--- src/rtl/hdcpu_int_ctrl.sv ---
// Vectored, prioritised, maskable interrupt controller for the HD-CPU control unit; request registered, edge-to-pending = 3 T3 falls.
// Nested preemption is enabled by defining HDCPU_INT_NEST_EN; otherwise one channel in service at a time.
module hdcpu_int_ctrl #(
  parameter int                N_IRQ      = 4,
  parameter int                VEC_W      = 8,
  parameter logic [VEC_W-1:0]  VEC_BASE   = 8'hE0,
  parameter int                VEC_STRIDE = 4,
  parameter logic [N_IRQ-1:0]  MASK_RST   = '0
) (
  input  logic              T3,
  input  logic              CLR,
  input  logic [N_IRQ-1:0]  irq_in,
  input  logic              boundary,
  input  logic              int_ack,
  input  logic              iret_done,
  input  logic              ei_set,
  input  logic              ei_clr,
  input  logic              mask_we,
  input  logic [N_IRQ-1:0]  mask_wdata,
  output logic              int_req,
  output logic [VEC_W-1:0]  int_vec,
  output logic [2:0]        int_id,
  output logic              ei,
  output logic [N_IRQ-1:0]  pending,
  output logic [N_IRQ-1:0]  in_service,
  output logic [N_IRQ-1:0]  mask
);

  localparam logic [N_IRQ-1:0] ONE = {{(N_IRQ-1){1'b0}}, 1'b1};

  typedef enum logic [1:0] {
    S_IDLE,
    S_REQ,
    S_ENTRY
  } state_t;

  state_t state_q, state_d;

  logic [N_IRQ-1:0] sync1_q, sync2_q, prev_q, rise;
  logic [N_IRQ-1:0] pending_q, in_service_q, mask_q;
  logic             ei_q;
  logic [2:0]       id_q;
  logic [VEC_W-1:0] vec_q;

  logic [N_IRQ-1:0] elig, id_oh, is_oh, ack_clr;
  logic             win_vld, prio_ok, id_masked;
  logic [2:0]       win_id;
  logic [VEC_W-1:0] win_vec;
  logic             load, ack_take;

  // Two-flop synchroniser followed by an edge register per channel
  always_ff @(negedge T3 or negedge CLR) begin
    if (!CLR) begin
      sync1_q <= '0;
      sync2_q <= '0;
      prev_q  <= '0;
    end else begin
      sync1_q <= irq_in;
      sync2_q <= sync1_q;
      prev_q  <= sync2_q;
    end
  end

  assign rise = sync2_q & ~prev_q;

  always_comb begin
    elig    = pending_q & ~mask_q;
    win_vld = |elig;
    win_id  = '0;
    for (int i = N_IRQ - 1; i >= 0; i--) begin
      if (elig[i]) win_id = 3'(i);
    end
    win_vec = VEC_W'(32'(VEC_BASE) + 32'(win_id) * 32'(VEC_STRIDE));
  end

  // Lowest set bit of in_service is the highest-priority active ISR
  assign is_oh = in_service_q & (~in_service_q + ONE);

`ifdef HDCPU_INT_NEST_EN
  logic [N_IRQ-1:0] win_oh;
  assign win_oh  = elig & (~elig + ONE);
  assign prio_ok = (in_service_q == '0) || (win_oh < is_oh);
`else
  assign prio_ok = (in_service_q == '0);
`endif

  assign id_oh     = ONE << id_q;
  assign id_masked = |(mask_q & id_oh);

  always_comb begin
    state_d  = state_q;
    load     = 1'b0;
    ack_take = 1'b0;
    case (state_q)
      S_IDLE: begin
        if (boundary && ei_q && win_vld && prio_ok) begin
          state_d = S_REQ;
          load    = 1'b1;
        end
      end
      S_REQ: begin
        // An ack in the same cycle as a withdrawal cause means entry has already begun
        if (int_ack) begin
          state_d  = S_ENTRY;
          ack_take = 1'b1;
        end else if (id_masked || ei_clr) begin
          state_d = S_IDLE;
        end
      end
      S_ENTRY: state_d = S_IDLE;
      default: state_d = S_IDLE;
    endcase
  end

  assign ack_clr = ack_take ? id_oh : '0;

  always_ff @(negedge T3 or negedge CLR) begin
    if (!CLR) begin
      state_q <= S_IDLE;
      id_q    <= '0;
      vec_q   <= '0;
    end else begin
      state_q <= state_d;
      if (load) begin
        id_q  <= win_id;
        vec_q <= win_vec;
      end
    end
  end

  always_ff @(negedge T3 or negedge CLR) begin
    if (!CLR) begin
      pending_q    <= '0;
      in_service_q <= '0;
      mask_q       <= MASK_RST;
      ei_q         <= 1'b1;
    end else begin
      // A fresh edge on the acked channel re-arms it in the same cycle
      pending_q    <= (pending_q & ~ack_clr) | rise;
      in_service_q <= (in_service_q & ~(iret_done ? is_oh : '0)) | ack_clr;
      if (mask_we) mask_q <= mask_wdata;
      if (ack_take)                ei_q <= 1'b0;
      else if (ei_clr)             ei_q <= 1'b0;
      else if (ei_set || iret_done) ei_q <= 1'b1;
    end
  end

  assign int_req    = (state_q == S_REQ);
  assign int_vec    = vec_q;
  assign int_id     = id_q;
  assign ei         = ei_q;
  assign pending    = pending_q;
  assign in_service = in_service_q;
  assign mask       = mask_q;

endmodule

--- config.mk ---
export PLATFORM = sky130hd
export DESIGN_NAME = hdcpu_int_ctrl
export DESIGN_NICKNAME = d
export VERILOG_FILES = /design/src/rtl/hdcpu_int_ctrl.sv
export SDC_FILE = /design/constraint.sdc
export NUM_CORES = 1
export LEC_CHECK = 0
export ABC_CLOCK_PERIOD_IN_PS = 1320
export CORE_MARGIN = 3
export CORE_UTILIZATION = 39
export DETAILED_ROUTE_END_ITERATION = 16
export HOLD_SLACK_MARGIN = 0.08
export PLACE_DENSITY_LB_ADDON = 0.25
export SYNTH_ARGS = -nofsm -noshare
export SYNTH_HDL_FRONTEND = slang
export SYNTH_SLANG_ARGS = --single-unit
--- constraint.sdc ---
create_clock -name T3 -period 1.32 [get_ports T3]
set_clock_uncertainty 0.05 [all_clocks]
set_input_delay 0.198 -clock T3 [delete_from_list [all_inputs] [get_ports T3]]
set_output_delay 0.198 -clock T3 [all_outputs]
set_load 0.01 [all_outputs]
==> results.py <==
metrics = {
    "status": {
        "status": "finished, violations left",
        "violations": "negative setup slack",
    },
    "sta": {
        "finalMaxSlewViolations": 0,
        "setup_viol": 35,
        "rsz0062_at_grt": "true",
        "final.setup.worst_slack_ns": -0.692,
        "hold_viol_final": 0,
    },
    "floorplan": {
        "row_count": 19,
        "die_w_um": 60.6,
        "die_area_sq_mm": 0.00367,
        "num_io_pins": 41,
        "core_sq_mm": 0.00281,
        "start_util": 0.414,
        "die_height_um": 60.6,
    },
    "setup_path": {
        "cp.arrival_ns": 1.76,
        "setup.worst_path.end_class": "primary output",
        "cp.required_ns": 1.07,
        "startpoint_type": "flop",
        "crit_type": "reg -> out",
        "crit_fanout": 2,
    },
    "yosys": {
        "ys_top_cells_by_area": "dfrtn_1 (62%), buf_4 (5.8%), nand2_1 (3.2%), o21ai_0 (3.0%), mux2_2 (2.9%)",
        "synthXorXnorAreaFrac": 0,
        "netlist.area_leader.share": 0.624,
        "yosys_register_bits": 30,
        "synthArstFlopShare": 1.00,
        "yosysTopAreaCell": "dfrtn_1",
        "synthSimpleGateAreaFrac": 0.136,
        "synth_top_family_by_area": "simple AND/OR/NAND/NOR gates",
        "synth_edf_count": 0,
        "synth.distinct_cells": 28,
        "syn-cell-area_sq_mm": 0.00116,
        "synth_compound_area_frac": 0.0753,
        "synthFlopType": "dfrtn_1",
        "syn_avg_cell_area_sq_um": 12.1,
        "syn_inst": 96,
        "synth_fa_ha_area_frac": 0,
        "synth.area.mux_share": 0.0581,
        "ys.warnings.count": 0,
        "yosysSeqAreaShare": 0.647,
    },
    "cells_and_area": {
        "area_growth_pct": 64.9,
        "final_area_sq_mm": 0.00192,
        "stdcell_count": 201,
        "layout_commonest_cell": "buf_4",
        "antennaDiodeCount": 0,
        "nFillCells": 216,
        "drive_above_1_share": 0.588,
        "seqCellArea_sq_um": 752,
        "final_core_util": 0.683,
        "layout_common_cells": "buf_4 (31), dfrtn_1 (29), buf_2 (18)",
        "final_nets": 185,
        "multi_input_area_sq_um": 474,
    },
    "power": {
        "seq_power_share": 0.411,
        "p_sw_uw": 850,
        "internal_power_mw": 1.86,
        "finalPower_mw": 2.71,
        "leakage_nw": 0.973,
        "switching_share": 0.314,
        "pwr-share-clk": 0.209,
        "ir_worst_vdd_v": 0.000852,
        "cellPowerDensity_mw_per_mm2": 1410,
        "combPwrFrac": 0.380,
    },
    "global_routing": {
        "grt_pass1_wl_um": 4400,
        "grt_max_degree": 30,
        "grt-ovfl-total": 0,
        "grt_pass1_vias": 987,
        "grt_antenna_before_repair": 0,
        "grt_usage": 0.175,
    },
    "placement": {
        "dp.cells": 186,
        "place_hpwl_um": 1870,
        "dp_slack_ns": -1.06,
        "port_buffers": 36,
        "dpl_cell_area_sq_mm": 0.00177,
        "gp_congestion": 0.821,
    },
    "routing": {
        "vias": 961,
        "wl_met1_um": 1020,
        "route.met3.wl_um": 215,
        "avgRoutedWirePerCell_um": 14.2,
        "dr.max_layer_used": "met4",
        "via_per_inst": 4.78,
        "wl_um": 2850,
        "first_pass_iters": 4,
        "drcViolationCount": 0,
        "met2_wirelength_um": 1560,
        "detail-route-antenna-nets": 0,
        "drt_iter0_markers": 22,
    },
    "run": {
        "drv_cap": 0,
    },
    "clocking": {
        "numCtsBuffers": 5,
        "root_buffer": "clkbuf_4",
        "htreeDepth": 2,
        "cts.sink_count": 30,
        "cts_buffer_depth": 2,
        "clkLatencyLatePin_ns": 0.37,
        "cts_tree": "done",
        "clkSlewWorstSetupHoldPaths_ns": 0.07,
    },
    "hold_path": {
        "hold_class": "reg -> reg",
    },
}
critical path, cell delays in order, from the launching register on:
cell and delay, ns:
dfrtn_1 0.43, and2b_2 0.24, buf_6 0.12
power by group through the flow:
| stage | logic, mW | clock network (mW) | registers, mW |
|---|---|---|---|
| CTS | 0.948 | 0.597 | 1.11 |
| floorplan | 0.327 | 0.00948 | 1.23 |
| finish | 1.03 | 0.566 | 1.11 |
| global route | 1.11 | 0.640 | 1.13 |
| global placement | 0.926 | 0.00948 | 1.13 |
| detailed placement | 0.940 | 0.00948 | 1.13 |
stage by stage:
stage | TNS, ns | hold WS (ns)
global route | -12.47 | 0.253
floorplan | -5.51 | 0.242
finish | -11.25 | 0.246
global placement | -27.51 | 0.246
CTS | -11.40 | 0.246
detailed placement | -28.44 | 0.246
registers in the layout, summed over array words and instances (netlist names):
name,count
in_service,4
mask,4
pending,4
prev_q,4
sync1_q,4
sync2_q,4
int_vec,2
state_q,2
ei,1
int_id,1
cell families after synthesis:
| logic type | after synthesis |
|---|---|
| compound gates | 15 |
| flops | 30 |
| simple gates | 29 |
| other cells | 1 |
| mux | 5 |
| buf+inv | 16 |
worst paths after layout:
path,from,endpoint,slack [ns],depth (start not counted)
worst max-delay path,state_q[1]$_DFFE_NN0P_,int_req,-0.69,2
worst min-delay path,sync1_q[0]$_DFF_NN0_,sync2_q[0]$_DFF_NN0_,0.25,0
worst max register to register,state_q[1]$_DFFE_NN0P_,int_id[0]$_DFFE_NN0P_,-0.29,5
worst min register to register,sync1_q[0]$_DFF_NN0_,sync2_q[0]$_DFF_NN0_,0.25,0
max in group asynchronous,CLR,sync2_q[2]$_DFF_NN0_,0.25,2
min in group asynchronous,CLR,in_service[0]$_DFF_NN0_,0.76,2
cell type report:
class                   count  share of cell area
inverters                   6              0.0117
clock inverters             2             0.00457
well taps                  31              0.0202
flip-flops and latches     30               0.392
repair buffers             72               0.295
clock buffers               7              0.0287
multi-input cells          53               0.247
Yosys cell counts, drive strengths merged, types with 2 or more instances:
| master | number |
|---|---|
| nor2 | 5 |
| nor2b | 3 |
| mux2 | 4 |
| nand2 | 10 |
| dfrtn | 29 |
| buf | 9 |
| inv | 7 |
| nor3 | 2 |
| a21oi | 3 |
| o21ai | 9 |
what timing repair did:
action	4_1_cts	5_1_grt
hold buffers	0	0
setup buffers	8	6
resized for setup	120	20
setup endpoints to repair	39	34
pin swaps	9	8
routing by layer:
metal / track usage / up-vias
met5: 0 / -
met4: 0.102 / 0
met3: 0.0830 / 4
met2: 0.299 / 38
met1: 0.172 / 466
li1: - / 453
No activity file was read; power rests on OpenSTA's default activity.
